## src/rtl/ysyx_23060337_inst_encoder_if.sv

```systemverilog
// Field-bundle input and encoded-instruction output handshake bundle for the instruction encoder.
// master = producer/consumer side, slave = encoder side.
interface ysyx_23060337_inst_encoder_if #(
  parameter int CNT_W = 32
);
  logic             in_valid;
  logic             in_ready;
  logic [2:0]       in_fmt;
  logic [6:0]       in_opcode;
  logic [4:0]       in_rd;
  logic [4:0]       in_rs1;
  logic [4:0]       in_rs2;
  logic [2:0]       in_funct3;
  logic [6:0]       in_funct7;
  logic [31:0]      in_imm;
  logic             out_valid;
  logic             out_ready;
  logic [31:0]      out_inst;
  logic             out_err;
  logic [CNT_W-1:0] out_count;

  modport master (
    output in_valid, in_fmt, in_opcode, in_rd, in_rs1, in_rs2, in_funct3, in_funct7, in_imm,
    output out_ready,
    input  in_ready, out_valid, out_inst, out_err, out_count
  );

  modport slave (
    input  in_valid, in_fmt, in_opcode, in_rd, in_rs1, in_rs2, in_funct3, in_funct7, in_imm,
    input  out_ready,
    output in_ready, out_valid, out_inst, out_err, out_count
  );
endinterface

```

## src/rtl/ysyx_23060337_inst_encoder.sv

```systemverilog
// Packs decoded RV32I fields into instruction words; 2-cycle latency (stage reg + output FIFO).
// Backpressure: in_ready drops only when the stage is held behind a full FIFO that is not popped.
module ysyx_23060337_inst_encoder_fifo #(
  parameter int W     = 33,
  parameter int DEPTH = 2
) (
  input  logic         clk,
  input  logic         rst_n,
  input  logic         clr,
  input  logic         push,
  input  logic [W-1:0] push_dat,
  input  logic         pop,
  output logic         full,
  output logic         empty,
  output logic [W-1:0] head_dat
);
  localparam int AW = (DEPTH > 1) ? $clog2(DEPTH) : 1;
  localparam logic [AW:0] PTR_ONE = {{AW{1'b0}}, 1'b1};

  logic [W-1:0] mem [DEPTH];
  logic [AW:0]  wr_ptr;
  logic [AW:0]  rd_ptr;

  // Extra MSB on each pointer separates full from empty when the indices match.
  assign empty    = (wr_ptr == rd_ptr);
  assign full     = (wr_ptr[AW] != rd_ptr[AW]) && (wr_ptr[AW-1:0] == rd_ptr[AW-1:0]);
  assign head_dat = mem[rd_ptr[AW-1:0]];

  always_ff @(posedge clk or negedge rst_n) begin
    if (!rst_n) begin
      wr_ptr <= '0;
      rd_ptr <= '0;
    end else if (clr) begin
      wr_ptr <= '0;
      rd_ptr <= '0;
    end else begin
      if (push) wr_ptr <= wr_ptr + PTR_ONE;
      if (pop)  rd_ptr <= rd_ptr + PTR_ONE;
    end
  end

  always_ff @(posedge clk) begin
    if (push && !clr) mem[wr_ptr[AW-1:0]] <= push_dat;
  end
endmodule

module ysyx_23060337_inst_encoder #(
  parameter int FIFO_DEPTH = 2,
  parameter int CNT_W      = 32
) (
  input logic                         clk,
  input logic                         rst_n,
  input logic                         flush,
  ysyx_23060337_inst_encoder_if.slave bus
);
  typedef struct packed {
    logic [2:0]  fmt;
    logic [6:0]  opcode;
    logic [4:0]  rd;
    logic [4:0]  rs1;
    logic [4:0]  rs2;
    logic [2:0]  funct3;
    logic [6:0]  funct7;
    logic [31:0] imm;
  } fields_t;

  localparam logic [CNT_W-1:0] CNT_ONE = {{(CNT_W-1){1'b0}}, 1'b1};

  fields_t          in_fields;
  fields_t          stg;
  logic             stg_vld;
  logic             accept;
  logic             push;
  logic             pop;
  logic             fifo_full;
  logic             fifo_empty;
  logic [32:0]      head;
  logic [31:0]      enc_inst;
  logic             enc_err;
  logic             is_shift;
  logic             i_fit;
  logic             b_fit;
  logic             j_fit;
  logic [CNT_W-1:0] cnt;

  assign in_fields = '{fmt: bus.in_fmt, opcode: bus.in_opcode, rd: bus.in_rd,
                       rs1: bus.in_rs1, rs2: bus.in_rs2, funct3: bus.in_funct3,
                       funct7: bus.in_funct7, imm: bus.in_imm};

  assign bus.out_valid = !fifo_empty;
  assign pop           = bus.out_valid && bus.out_ready;
  assign push          = stg_vld && (!fifo_full || pop);
  assign bus.in_ready  = rst_n && !flush && (!stg_vld || push);
  assign accept        = bus.in_valid && bus.in_ready;
  assign bus.out_inst  = bus.out_valid ? head[31:0] : 32'h0;
  assign bus.out_err   = bus.out_valid && head[32];
  assign bus.out_count = cnt;

  // Sign-extension checks: every bit above the encodable field must equal the sign bit.
  assign is_shift = (stg.opcode == 7'b0010011) && ((stg.funct3 == 3'b001) || (stg.funct3 == 3'b101));
  assign i_fit    = (&stg.imm[31:11]) || !(|stg.imm[31:11]);
  assign b_fit    = (&stg.imm[31:12]) || !(|stg.imm[31:12]);
  assign j_fit    = (&stg.imm[31:20]) || !(|stg.imm[31:20]);

  always_comb begin
    enc_inst = 32'h0;
    enc_err  = 1'b0;
    case (stg.fmt)
      3'd0: enc_inst = {stg.funct7, stg.rs2, stg.rs1, stg.funct3, stg.rd, stg.opcode};
      3'd1: begin
        if (is_shift) begin
          enc_inst = {stg.funct7, stg.imm[4:0], stg.rs1, stg.funct3, stg.rd, stg.opcode};
          enc_err  = |stg.imm[31:5];
        end else begin
          enc_inst = {stg.imm[11:0], stg.rs1, stg.funct3, stg.rd, stg.opcode};
          enc_err  = !i_fit;
        end
      end
      3'd2: begin
        enc_inst = {stg.imm[11:5], stg.rs2, stg.rs1, stg.funct3, stg.imm[4:0], stg.opcode};
        enc_err  = !i_fit;
      end
      3'd3: begin
        enc_inst = {stg.imm[12], stg.imm[10:5], stg.rs2, stg.rs1, stg.funct3,
                    stg.imm[4:1], stg.imm[11], stg.opcode};
        enc_err  = stg.imm[0] || !b_fit;
      end
      3'd4: begin
        enc_inst = {stg.imm[31:12], stg.rd, stg.opcode};
        enc_err  = |stg.imm[11:0];
      end
      3'd5: begin
        enc_inst = {stg.imm[20], stg.imm[10:1], stg.imm[11], stg.imm[19:12], stg.rd, stg.opcode};
        enc_err  = stg.imm[0] || !j_fit;
      end
      default: begin
        enc_inst = 32'h0;
        enc_err  = 1'b1;
      end
    endcase
  end

  always_ff @(posedge clk or negedge rst_n) begin
    if (!rst_n) begin
      stg_vld <= 1'b0;
      stg     <= '0;
      cnt     <= '0;
    end else if (flush) begin
      stg_vld <= 1'b0;
      cnt     <= '0;
    end else begin
      if (accept) begin
        stg_vld <= 1'b1;
        stg     <= in_fields;
      end else if (push) begin
        stg_vld <= 1'b0;
      end
      if (pop) cnt <= cnt + CNT_ONE;
    end
  end

  ysyx_23060337_inst_encoder_fifo #(
    .W     (33),
    .DEPTH (FIFO_DEPTH)
  ) u_fifo (
    .clk      (clk),
    .rst_n    (rst_n),
    .clr      (flush),
    .push     (push),
    .push_dat ({enc_err, enc_inst}),
    .pop      (pop),
    .full     (fifo_full),
    .empty    (fifo_empty),
    .head_dat (head)
  );
endmodule

```

## src/flat_wrapper.sv

```systemverilog
// flat-port wrapper written by rule: the top's interface ports become plain ports
module ysyx_23060337_inst_encoder_flat 
#(
  parameter int FIFO_DEPTH = 2,
  parameter int CNT_W      = 32
)
  (clk, rst_n, flush, bus_in_valid, bus_in_fmt, bus_in_opcode, bus_in_rd, bus_in_rs1, bus_in_rs2, bus_in_funct3, bus_in_funct7, bus_in_imm, bus_out_ready, bus_in_ready, bus_out_valid, bus_out_inst, bus_out_err, bus_out_count);
  ysyx_23060337_inst_encoder_if #(.CNT_W(CNT_W)) bus_i ();
  input logic clk;
  input logic rst_n;
  input logic flush;
  input wire logic [$bits(bus_i.in_valid)-1:0] bus_in_valid;
  input wire logic [$bits(bus_i.in_fmt)-1:0] bus_in_fmt;
  input wire logic [$bits(bus_i.in_opcode)-1:0] bus_in_opcode;
  input wire logic [$bits(bus_i.in_rd)-1:0] bus_in_rd;
  input wire logic [$bits(bus_i.in_rs1)-1:0] bus_in_rs1;
  input wire logic [$bits(bus_i.in_rs2)-1:0] bus_in_rs2;
  input wire logic [$bits(bus_i.in_funct3)-1:0] bus_in_funct3;
  input wire logic [$bits(bus_i.in_funct7)-1:0] bus_in_funct7;
  input wire logic [$bits(bus_i.in_imm)-1:0] bus_in_imm;
  input wire logic [$bits(bus_i.out_ready)-1:0] bus_out_ready;
  output wire logic [$bits(bus_i.in_ready)-1:0] bus_in_ready;
  output wire logic [$bits(bus_i.out_valid)-1:0] bus_out_valid;
  output wire logic [$bits(bus_i.out_inst)-1:0] bus_out_inst;
  output wire logic [$bits(bus_i.out_err)-1:0] bus_out_err;
  output wire logic [$bits(bus_i.out_count)-1:0] bus_out_count;
  assign bus_i.in_valid = bus_in_valid;
  assign bus_i.in_fmt = bus_in_fmt;
  assign bus_i.in_opcode = bus_in_opcode;
  assign bus_i.in_rd = bus_in_rd;
  assign bus_i.in_rs1 = bus_in_rs1;
  assign bus_i.in_rs2 = bus_in_rs2;
  assign bus_i.in_funct3 = bus_in_funct3;
  assign bus_i.in_funct7 = bus_in_funct7;
  assign bus_i.in_imm = bus_in_imm;
  assign bus_i.out_ready = bus_out_ready;
  assign bus_in_ready = bus_i.in_ready;
  assign bus_out_valid = bus_i.out_valid;
  assign bus_out_inst = bus_i.out_inst;
  assign bus_out_err = bus_i.out_err;
  assign bus_out_count = bus_i.out_count;
  ysyx_23060337_inst_encoder #(.FIFO_DEPTH(FIFO_DEPTH), .CNT_W(CNT_W)) u_core (.clk(clk), .rst_n(rst_n), .flush(flush), .bus(bus_i));
endmodule
```

## config.mk

```make
export PLATFORM = sky130hd
export DESIGN_NAME = ysyx_23060337_inst_encoder_flat
export DESIGN_NICKNAME = d
export VERILOG_FILES = /design/src/rtl/ysyx_23060337_inst_encoder_if.sv /design/src/rtl/ysyx_23060337_inst_encoder.sv /design/src/flat_wrapper.sv
export SDC_FILE = /design/constraint.sdc
export NUM_CORES = 1
export LEC_CHECK = 0
export CAP_MARGIN = 20
export CORE_UTILIZATION = 30
export DETAILED_ROUTE_END_ITERATION = 8
export MAX_ROUTING_LAYER = met4
export SYNTH_ARGS = -nofsm -noshare
export SYNTH_HDL_FRONTEND = slang
export SYNTH_SLANG_ARGS = --single-unit
```

## constraint.sdc

```tcl
create_clock -name clk -period 5 [get_ports clk]
set_input_delay 1.5 -clock clk [delete_from_list [all_inputs] [get_ports clk]]
set_output_delay 1.5 -clock clk [all_outputs]
set_load 0.05 [all_outputs]
```

=== After elaboration in Yosys (flattened, before gate mapping) ===
Memory sizes are Yosys's and may differ from the RTL's.
Cells that the tools add are included.

* Bits in registers: 104
* Memory bits (writable): 66
* Input bits: 72
* Output and inout port bits: 67
* Word-level logic and storage cells: 84
* Memories: 1

{| class="wikitable"
|+ Memories
! name !! words !! width !! read ports !! clocked after Yosys merged registers in !! write ports !! line !! text
|-
| u_core.u_fifo.mem || 2 || 33 || 1 || 0 || 1 || ysyx_23060337_inst_encoder.sv:20 || <nowiki>logic [W-1:0] mem [DEPTH];</nowiki>
|}

* $add $sub $neg: 3
* Eq/ne operators: 11
* Mux-type cells: 16
* Bitwise logic cells: 1
* Reductions and logical operators: 40

{| class="wikitable"
|+ Operators by type and width
! operator !! count
|-
| $pmux W32 S6 || 1
|-
| $mux W32 || 4
|-
| $add A32 B1 Y32 const B || 1
|-
| $reduce_or A27 Y1 || 1
|-
| $reduce_or A12 Y1 || 2
|-
| $reduce_and A21 Y1 || 1
|-
| $reduce_or A21 Y1 || 1
|-
| $reduce_and A20 Y1 || 1
|-
| $reduce_or A20 Y1 || 1
|-
| $reduce_and A12 Y1 || 1
|-
| $logic_not A1 Y1 || 10
|-
| $eq A3 B3 Y1 const B || 3
|-
| $logic_and A1 B1 Y1 || 9
|-
| $logic_or A1 B1 Y1 || 8
|-
| $mux W2 || 4
|-
| $eq A7 B5 Y1 const B || 1
|-
| $eq A3 B1 Y1 const B || 2
|-
| $eq A3 B2 Y1 const B || 2
|-
| $mux W1 || 6
|-
| $pmux W1 S6 || 1
|-
| $add A2 B1 Y2 const B || 2
|-
| $reduce_bool A2 Y1 || 2
|-
| $logic_not A3 Y1 || 1
|-
| $reduce_bool A3 Y1 || 1
|-
| 5 further kinds || 5
|}

=== Longest topological paths before layout ===
Gate-level depths: netlist (run 1).

* Depth in word-level cells: 10
* Depth in mapped cells: 8

=== Hierarchy ===
From an unflattened synthesis (run 1), not the netlist that was laid out.

* Cell total of the unflattened synthesis: 621
* Area total of the unflattened synthesis: 8049.0 um^2

{| class="wikitable"
|+ Modules (own cells, without submodules)
! module !! times used !! cells an instance !! area each (um^2) !! seq. area each (um^2)
|-
| ysyx_23060337_inst_encoder || 1 || 498 || 5305.1 || 2502.4
|-
| ysyx_23060337_inst_encoder_fifo || 1 || 123 || 2743.9 || 2082.0
|}

=== Least setup slack after synthesis (run 1) ===
OpenSTA, ideal clock, no wires.

* Kind: input to register
* From: input port flush
* To: memory u_core.u_fifo.mem[0][0], enable pin
* Setup time: 0.464 ns
* Data arrival time: 4.200 ns
* Slack: 0.336 ns
* Stages: 3
* Cells stage by stage: clkbuf_1 clkbuf_1 nor3_1

* Word-level cells in the longest chain between the ends: 4

{| class="wikitable"
|+ RTL lines
! item !! line !! text
|-
| from (decl) || flat_wrapper.sv:11 || <nowiki>input logic flush;</nowiki>
|-
| $logic_not A1 Y1 || ysyx_23060337_inst_encoder.sv:43 || <nowiki>if (push && !clr) mem[wr_ptr[AW-1:0]] <= push_dat;</nowiki>
|-
| $logic_and A1 B1 Y1 || ysyx_23060337_inst_encoder.sv:43 ||
|-
| $mux W1 || ysyx_23060337_inst_encoder.sv:43 ||
|-
| $mux W1 (implied by the code) || ysyx_23060337_inst_encoder.sv:43 ||
|-
| to (decl) || ysyx_23060337_inst_encoder.sv:20 ||
|}

No other way between the ends.

=== Worst setup path after layout (run 1) ===
* From: input port bus_out_ready
* To: output port bus_in_ready

* Word-level cells in the longest chain between the ends: 5

{| class="wikitable"
|+ RTL lines
! item !! line !! text
|-
| from (decl) || flat_wrapper.sv:21 || <nowiki>input wire logic [$bits(bus_i.out_ready)-1:0] bus_out_ready;</nowiki>
|-
| $logic_and A1 B1 Y1 || ysyx_23060337_inst_encoder.sv:91 || <nowiki>assign pop = bus.out_valid && bus.out_ready;</nowiki>
|-
| $logic_or A1 B1 Y1 || ysyx_23060337_inst_encoder.sv:92 || <nowiki>assign push = stg_vld && (!fifo_full || pop);</nowiki>
|-
| $logic_and A1 B1 Y1 || ysyx_23060337_inst_encoder.sv:92 ||
|-
| $logic_or A1 B1 Y1 || ysyx_23060337_inst_encoder.sv:93 || <nowiki>assign bus.in_ready = rst_n && !flush && (!stg_vld || push);</nowiki>
|-
| $logic_and A1 B1 Y1 || ysyx_23060337_inst_encoder.sv:93 ||
|-
| to (decl) || flat_wrapper.sv:22 || <nowiki>output wire logic [$bits(bus_i.in_ready)-1:0] bus_in_ready;</nowiki>
|}

No other way between the ends.

==> reports/metrics.csv, run 1 <==
metric;value;unit
final_cell_mix;clkdlybuf4s50_1, dfrtp_1, nor2_1, edfxtp_1, mux2_2;
cp-startpoint;bus_out_ready;
power.internal;2662;µW
finish.utilization;40.00;%
synth_seq_cells;170;
io_buffers;138;
post_cts_buffers;0;
comb_power_share;20.1;%
yosys.area_share.simple;13.16;%
start_util;30.70;%
num_io_pins;139;
yosys.area_share.xor_xnor;3.475;%
dieArea;0.02657;mm²
switchingPower;1163;µW
p_seq_share;45.8;%
fp.dieW;163;µm
synth_edf_count;66;
fin_crit_sh;86.17;%
layout.cells.non_filler;1110;
ant_nets;0;
wirelength;18.00;mm
antenna_cells;0;
clock-root-buffer;clkbuf_16;
cts_resized;0;
hp-class;reg2reg;
cap_viol_max_count;0;
critPathArrivalTime;2.81;ns
worstSetupPathType;in2out;
grt.overflow.total;0;
startpoint_type;input port;
syn_nets;704;
vias_per_cell;4.719;
yosys-mux-area-fraction;15.04;%
post_drt_wl_per_cell;16.22;µm
clk_latency;0.43;ns
synth_flop_cell;dfrtp_1;
synth_top_family_by_area;multiplexers;
nNetsFinal;840;
clkPwrFrac;34.1;%
switching_share;30.40;%
worstReg2RegStart;u_core.u_fifo.rd_ptr[0];
report.power.total;3825;µW
die_h;163;µm
synthAdderAreaFrac;0.1609;%
critPathMaxFanout;5;
ir_worst_vdd;0.2033;mV
fp-row-count;58;
outcome;finished, final reports clean;
skew;0.009430;ns
clkTransAtPathRegs;0.07;ns
tns;0;ns
clockBufferDepth;2;
setup_viol;0;
tightestPinTransition;1.033;ns
report.final.slew_viol_count;0;
dp_cells;1077;
cp-end-kind;output port;
p_leak;0.003802;µW
cts_tree;done;
period_needed;4.308;ns
slew_headroom;30.97;%
grt_max_degree;78;
track_usage;14.67;%
area_delta_synth_final;30.27;%
cts_num_sinks;170;
htreeDepth;4;
first_pass_iters;4;
netlist_area;0.007776;mm²
yosysWarnings;0;
fmax;0.2321;GHz
grt_setup_unrepaired;no;
synthDistinctLibCells;54;
drc;0;
powerDensity;377.6;mW/mm²
grt_antenna_before_repair;0;
dp_hpwl;12.71;mm
avgSynthCellArea;12.32;µm²
synth_compound_area_share;6.516;%
vias;5238;
async_reset_ff_share;61.18;%
place.gp.congestion;0.7881;
cts_hold_buf;0;
whs;0.4969;ns
drive_gt1_share;15.64;%
required;3.50;ns
mostFrequentLayoutCell;clkdlybuf4s50_1;
cts_made_buffers;17;
coreArea;0.02533;mm²
grt_pass1_wl;28.65;mm
hold_viol;0;
grt_pass1_vias;5141;
yosysSeqAreaShare;58.95;%
syn_inst;631;
drt_iter0_markers;318;
hold_start;u_core.stg[51];
[power by group through the flow]
| stage | Clock (µW) | Sequential, µW | Combinational [µW] |
|---|---|---|---|
| 6_report | 1310 | 1750 | 769 |
| 2_1_floorplan | 0 | 1710 | 545 |
| 3_3_place_gp | 0 | 1780 | 767 |
| 5_1_grt | 1400 | 1770 | 835 |
| 4_1_cts | 1340 | 1750 | 781 |
| 3_5_place_dp | 0 | 1780 | 779 |
[cells by family after synthesis]
| kind of cell | Yosys count |
|---|---|
| multiplexers | 102 |
| AO/OA/AOI/OAI | 77 |
| XOR/XNOR | 30 |
| adder cells (fa/ha/maj) | 1 |
| AND/OR/NAND/NOR | 204 |
| buffers and inverters | 47 |
| flip-flops | 170 |
[registers in the layout (all words and copies together), names as in the netlist]
| name | flops |
|---|---|
| u_core.u_fifo.wr_ptr | 2 |
| u_core.bus.out_count | 32 |
| u_core.stg | 67 |
| u_core.u_fifo.rd_ptr | 2 |
| u_core.u_fifo.mem | 66 |
| u_core.stg_vld | 1 |
[path summary, 6_finish.rpt]
check	to	slack [ns]	cells past startpoint
max	bus_in_ready	0.69	5
min	u_core.stg[51]	0.50	1
max reg2reg	u_core.stg[31]	1.92	7
min reg2reg	u_core.stg[51]	0.50	1
max in group asynchronous	u_core.stg[33]	3.05	3
min in group asynchronous	u_core.stg_vld	0.98	1
[worst max-delay path, cell delays in order]
cell and delay, ns:
clkdlybuf4s50_1 0.50, inv_1 0.12, and4_4 0.17, nor3b_2 0.33
buf_12 0.19
[per-stage QoR]
step                      cell area (µm²)  worst slack (ns)
final                               10130            0.6917
after global routing                10130            0.5582
after CTS                           10100            0.6862
after detailed placement             9524            0.6932
after global placement               9524            0.7062
after floorplan                      7776            0.3359
[layer usage]
metal,up-vias,track usage [%],wire [µm]
met1,2538,19.05,8168
met3,18,2.801,836
met5,-,-,0
met2,132,23.33,8782
li1,2550,-,-
met4,0,4.078,216
[cells in the mapped netlist, types with 8 or more instances]
library cell / number / area share [%]
nand2_1: 32 / 1.5
dfrtp_1: 104 / 33
a21oi_1: 19 / 1.2
nor3_1: 9 / 0.58
and2_1: 14 / 1.1
o21ai_0: 31 / 2.0
inv_1: 17 / 0.82
edfxtp_1: 66 / 25
nor2_1: 69 / 3.3
xnor2_1: 12 / 1.4
mux2_4: 17 / 3.3
xor2_1: 17 / 1.9
mux2_2: 49 / 7.1
nor4_1: 8 / 0.64
nor2b_1: 13 / 1.0
nand4_1: 16 / 1.3
mux2i_1: 34 / 4.4
or3_1: 13 / 1.0
clkbuf_1: 18 / 0.87
nand3_1: 12 / 0.77
[layout make-up]
cell class                      instances  area [µm²]
Clock buffer                           17       425.4
Clock inverter                         15       152.6
Fill cell                            2427       15200
Inverter                               17       63.81
Multi-Input combinational cell        414        3000
Sequential cell                       170        4586
Tap cell                              330       412.9
Timing Repair Buffer                  147        1489
No activity file was read; power rests on OpenSTA's default activity.
==> run 2: changes to the inputs <==
--- a/config.mk
+++ b/config.mk
@@ -11,4 +11,5 @@
 export MAX_ROUTING_LAYER = met4
 export SYNTH_ARGS = -nofsm -noshare
 export SYNTH_HDL_FRONTEND = slang
+export SYNTH_HIERARCHICAL = 1
 export SYNTH_SLANG_ARGS = --single-unit
==> run 2 against run 1 <==
Effect of this change: the flow now finishes with violations (DRC); die area is 3.5% higher; critical path depth is 1 lower; core utilization is 0.76 points lower; combinational power is 1% lower; area after synthesis is 3.5% higher; largest cell class unchanged; highest routed layer unchanged.
==> reports/metrics.csv, run 2 <==
metric;value;unit
yosys.area.top_type_share;32.33;%
cts_num_sinks;170;
post_drt_wl_per_cell;16.92;µm
yosys.area.top_type;dfrtp_1;
die_h;165.8;µm
mostFrequentLayoutCell;clkdlybuf4s50_1;
outcome;finished with violations;
synth_top_cells_by_count;dfrtp_1, mux2_2, edfxtp_1, nor2_1, nor2b_1;
grt_max_degree;72;
dieArea;0.02749;mm²
r2r_cells;6;
largest_reg_flops;67;
fp.dieW;165.8;µm
grt_pass1_wl;29.70;mm
syn_inst;621;
netlist_area;0.008049;mm²
dp_hpwl;13.08;mm
grt.overflow.total;0;
async_reset_ff_share;61.18;%
cts_made_buffers;17;
clkTransAtPathRegs;0.07;ns
report.final.slew_viol_count;0;
p_leak;0.003877;µW
start_util;30.71;%
drt_iter0_markers;362;
holdPathStages;1;
post_cts_buffers;0;
worstSetupPathType;reg2out;
fmax;0.2315;GHz
num_io_pins;139;
syn_nets;694;
synthTopCellsByArea;dfrtp_1, edfxtp_1, mux2_2, mux2_4, nor2b_1;
avgSynthCellArea;12.96;µm²
critPathArrivalTime;2.82;ns
area_delta_synth_final;27.73;%
cap_viol_max_count;0;
cp-end-kind;output port;
violations;DRC;
antenna_cells;0;
drive_gt1_share;20.60;%
final_cell_mix;clkdlybuf4s50_1, dfrtp_1, mux2_2, edfxtp_1, nor2_1;
period_needed;4.319;ns
synth_flop_cell;dfrtp_1;
vias_per_cell;4.800;
synthDistinctLibCells;62;
slew_headroom;37.02;%
hp-class;reg2reg;
synth_edf_count;66;
report.power.total;3796;µW
setup_viol;0;
powerDensity;369.2;mW/mm²
coreArea;0.02621;mm²
place.gp.congestion;0.8701;
track_usage;14.49;%
multi_input_area;0.003174;mm²
ir_worst_vdd;0.1529;mV
post-place-ws;0.8066;ns
first_pass_iters;7;
reg2reg_setup_slack;1.90;ns
tightestPinTransition;0.9448;ns
skew;0.01189;ns
ant_nets;0;
finalWorstSetupSlack;0.6807;ns
required;3.50;ns
fillers;2500;
cts_resized;0;
whs;0.5091;ns
vias;5290;
hold_viol;0;
yosysWarnings;6;
grt_pass1_vias;5197;
clk_latency;0.43;ns
cts_tree;done;
drc;11;
fp-row-count;59;
clock-root-buffer;clkbuf_16;
synth_seq_cells;170;
nNetsFinal;827;
finalInstanceArea;0.01028;mm²
grt_setup_unrepaired;no;
grt_antenna_before_repair;0;
io_buffers;138;
cts_hold_buf;0;
clockBufferDepth;2;
htreeDepth;4;
critPathMaxFanout;36;
tns;0;ns
wirelength;18.65;mm
yosysSeqAreaShare;56.96;%
synth.most_common_cell;dfrtp_1;
top_register;u_core/stg;
startpoint_type;flip-flop;
dpl_cell_area;0.009696;mm²
fin_crit_sh;86.39;%
seqCellArea;0.004586;mm²
[run 2: layer usage]
| layer | wire length [µm] | track usage, % |
|---|---|---|
| met2 | 8730 | 21.76 |
| met5 | 0 | - |
| met4 | 236 | 4.267 |
| met1 | 8860 | 19.77 |
| met3 | 821 | 2.884 |
[run 2: final cells by class]
cell class	count	area share [%]
Clock buffer	17	4.138
Clock inverter	15	1.558
Inverter	20	0.7302
Multi-Input combinational cell	400	30.88
Sequential cell	170	44.60
Tap cell	335	4.077
Timing Repair Buffer	145	14.02
[run 2: worst paths after layout]
kind / start / endpoint
min reg2reg: u_core/stg[50] / u_core/stg[50]
min: u_core/stg[50] / u_core/stg[50]
min in group asynchronous: rst_n / u_core/bus.out_count[7]
max: u_core/u_fifo/wr_ptr[0] / bus_out_inst[20]
max reg2reg: u_core/u_fifo/wr_ptr[0] / u_core/u_fifo/mem[0][12]
max in group asynchronous: rst_n / u_core/stg[39]
[run 2: kinds of logic after synthesis]
kind of cell / Yosys count / synth area share [%]
simple gates: 199 / 14.19
flops: 170 / 56.96
mux: 104 / 15.79
compound gates: 60 / 5.146
buf+inv: 51 / 3.839
xor+xnor: 36 / 3.917
fa+ha+maj: 1 / 0.1554
[run 2: critical path, stage by stage, from the launching register on]
cell,delay (ns)
dfrtp_1,0.47
xor2_1,0.21
nor2_4,0.71
nor2b_1,0.23
clkdlybuf4s50_1,0.78
[run 2: stage by stage]
stage,utilization (%),cells
after detailed placement,37.00,1070
final,39.23,1102
after global routing,39.23,1102
after CTS,39.23,1102
after floorplan,-,621
after global placement,37.00,1070
[run 2: power breakdown]
group          leakage, µW  total [µW]  switching, µW  internal, µW
logic              0.00168         759            415           343
clock network     0.000288        1310            599           709
registers          0.00191        1730            119          1610
==> run 3: changes to the inputs <==
--- a/config.mk
+++ b/config.mk
@@ -6,9 +6,11 @@
 export NUM_CORES = 1
 export LEC_CHECK = 0
 export CAP_MARGIN = 20
-export CORE_UTILIZATION = 30
+export CORE_UTILIZATION = 48
 export DETAILED_ROUTE_END_ITERATION = 8
 export MAX_ROUTING_LAYER = met4
+export PLACE_DENSITY = 0.76
+export REMOVE_ABC_BUFFERS = 1
 export SYNTH_ARGS = -nofsm -noshare
 export SYNTH_HDL_FRONTEND = slang
 export SYNTH_HIERARCHICAL = 1
==> constraint.sdc (replaced) <==
create_clock -name clk -period 3.52 [get_ports clk]
set_input_delay 1.056 -clock clk [delete_from_list [all_inputs] [get_ports clk]]
set_output_delay 1.056 -clock clk [all_outputs]
set_load 0.05 [all_outputs]
==> run 3 against run 2 <==
Effect of this change: the run now ends clean; non-clock buffer count is 5 higher; flip-flop and latch count stayed put; critical path depth is 1 higher; count of clock-buffer cells in the layout is 9 higher; largest cell class unchanged.
==> reports/metrics.csv, run 3 (synthesis results as in run 2) <==
metric;value;unit
p_seq_share;47.0;%
fp.dieW;131.5;µm
cp-end-kind;output port;
grt_pass1_wl;29.09;mm
grt_antenna_before_repair;0;
critPathArrivalTime;2.08;ns
drive_gt1_share;25.26;%
ant_nets;0;
cp_slowest_cell;clkdlybuf4s50_1;
p_leak;0.003958;µW
cap_viol_max_count;0;
top_register;u_core/stg;
fp-row-count;46;
hold_viol;0;
tightestPinTransition;0.9367;ns
post_drt_wl_per_cell;17.93;µm
setup_viol;0;
cts_resized;0;
outcome;finished, final reports clean;
vias;5362;
coreArea;0.01612;mm²
max_stage_delay;0.48;ns
area_delta_synth_final;25.29;%
fmax;0.3187;GHz
switchingPower;1497;µW
slew_headroom;37.42;%
critPathMaxFanout;2;
skew;0.01075;ns
mostFrequentLayoutCell;dfrtp_1;
grt.overflow.total;0;
required;2.46;ns
crit_buf_inv;2;
drc;0;
comb_power_share;20.0;%
cts_made_buffers;17;
largest_reg_flops;67;
clkPwrFrac;32.9;%
clockBufferDepth;2;
grt_max_degree;63;
whs;0.5134;ns
dp_hpwl;12.42;mm
drt_iter0_markers;381;
place.gp.congestion;0.8221;
powerDensity;522.4;mW/mm²
ir_worst_vdd;0.3995;mV
clk_latency;0.43;ns
dp_cells;956;
track_usage;22.14;%
period_needed;3.138;ns
cts_tree;done;
wirelength;17.72;mm
clkTransAtPathRegs;0.06;ns
htreeDepth;4;
clock-root-buffer;clkbuf_16;
grt_pass1_vias;5676;
final_cell_mix;dfrtp_1, clkdlybuf4s50_1, mux2_2, edfxtp_1, buf_4;
first_pass_iters;5;
dieArea;0.01729;mm²
vias_per_cell;5.427;
report.final.slew_viol_count;0;
worstSetupPathType;in2out;
grt_setup_unrepaired;no;
power.internal;3771;µW
switching_share;28.42;%
num_io_pins;139;
fin_crit_sh;89.15;%
crit_chain;clkdlybuf4s50_1 > nand2b_1 > nand3_2 > and3_4 > buf_4;
crit_family;buffers and inverters;
start_util;49.95;%
hp-class;reg2reg;
io_buffers;138;
cts_num_sinks;170;
nNetsFinal;832;
post_cts_buffers;0;
die_h;131.5;µm
layout.cells.non_filler;988;
startpoint_type;input port;
cts_hold_buf;0;
antenna_cells;0;
-- run 3: changes by cell type in the layout (fill, tap and decap cells not counted), moves of 3 or more --
cell,before,now
buf_12,1,5
inv_6,4,0
clkbuf_8,0,3
clkinv_2,0,3
clkdlybuf4s50_1,136,102
buf_4,8,43
inv_8,4,0
clkbuf_1,0,5
clkinv_4,3,0
-- run 3: area by class of cell --
cell class | instances | area (µm²)
repair buffers | 150 | 1444
clock inverters | 6 | 35.03
well taps | 216 | 270.3
inverters | 20 | 75.07
flip-flops and latches | 170 | 4586
fillers | 1223 | 6031
multi-input cells | 400 | 3164
clock buffers | 26 | 510.5
-- run 3: path summary, 6_finish.rpt --
kind / startpoint / end / slack, ns / cells after the start
min in group asynchronous: rst_n / u_core/bus.out_count[8] / 0.73 / 2
max: bus_out_ready / bus_in_ready / 0.38 / 5
max reg2reg: u_core/u_fifo/wr_ptr[0] / u_core/u_fifo/mem[1][7] / 0.90 / 7
min: u_core/stg[51] / u_core/stg[51] / 0.51 / 1
min reg2reg: u_core/stg[51] / u_core/stg[51] / 0.51 / 1
max in group asynchronous: rst_n / u_core/stg[57] / 1.56 / 3
-- run 3: through the flow --
stage	area (µm²)	setup WS (ns)	setup TNS, ns	power (µW)	util [%]
after floorplan	7815	-2.218	-179.53	3152	-
after global placement	9539	0.3257	0	3520	59.19
after detailed placement	9539	0.2938	0	3567	59.19
after CTS	10080	0.3606	0	5298	62.58
after global routing	10080	0.2400	0	5487	62.58
final	10080	0.3819	0	5268	62.58
-- run 3: routing by layer --
layer | share of wire (%) | wire length [µm] | up-vias | GRT usage [%]
li1 | - | - | 2493 | -
met1 | 42 | 7495 | 2671 | 26.39
met2 | 51 | 9108 | 175 | 37.30
met3 | 4.8 | 844 | 23 | 4.861
met4 | 1.5 | 269 | 0 | 6.977
met5 | 0 | 0 | - | -
-- run 3: power groups by stage --
stage | clock network, µW | registers (µW) | logic (µW)
6_report | 1730 | 2480 | 1060
4_1_cts | 1760 | 2470 | 1060
3_5_place_dp | 0 | 2510 | 1060
3_3_place_gp | 0 | 2500 | 1030
5_1_grt | 1850 | 2500 | 1140
2_1_floorplan | 0 | 2470 | 684
-- run 3: worst reg2reg max path, cell delays in order, from the launching register on --
cell and delay, ns:
dfrtp_1 0.47, xor2_1 0.25, nor2_2 0.14, nand2b_1 0.19
buf_4 0.17, a21boi_0 0.45, and3b_2 0.41, buf_12 0.23
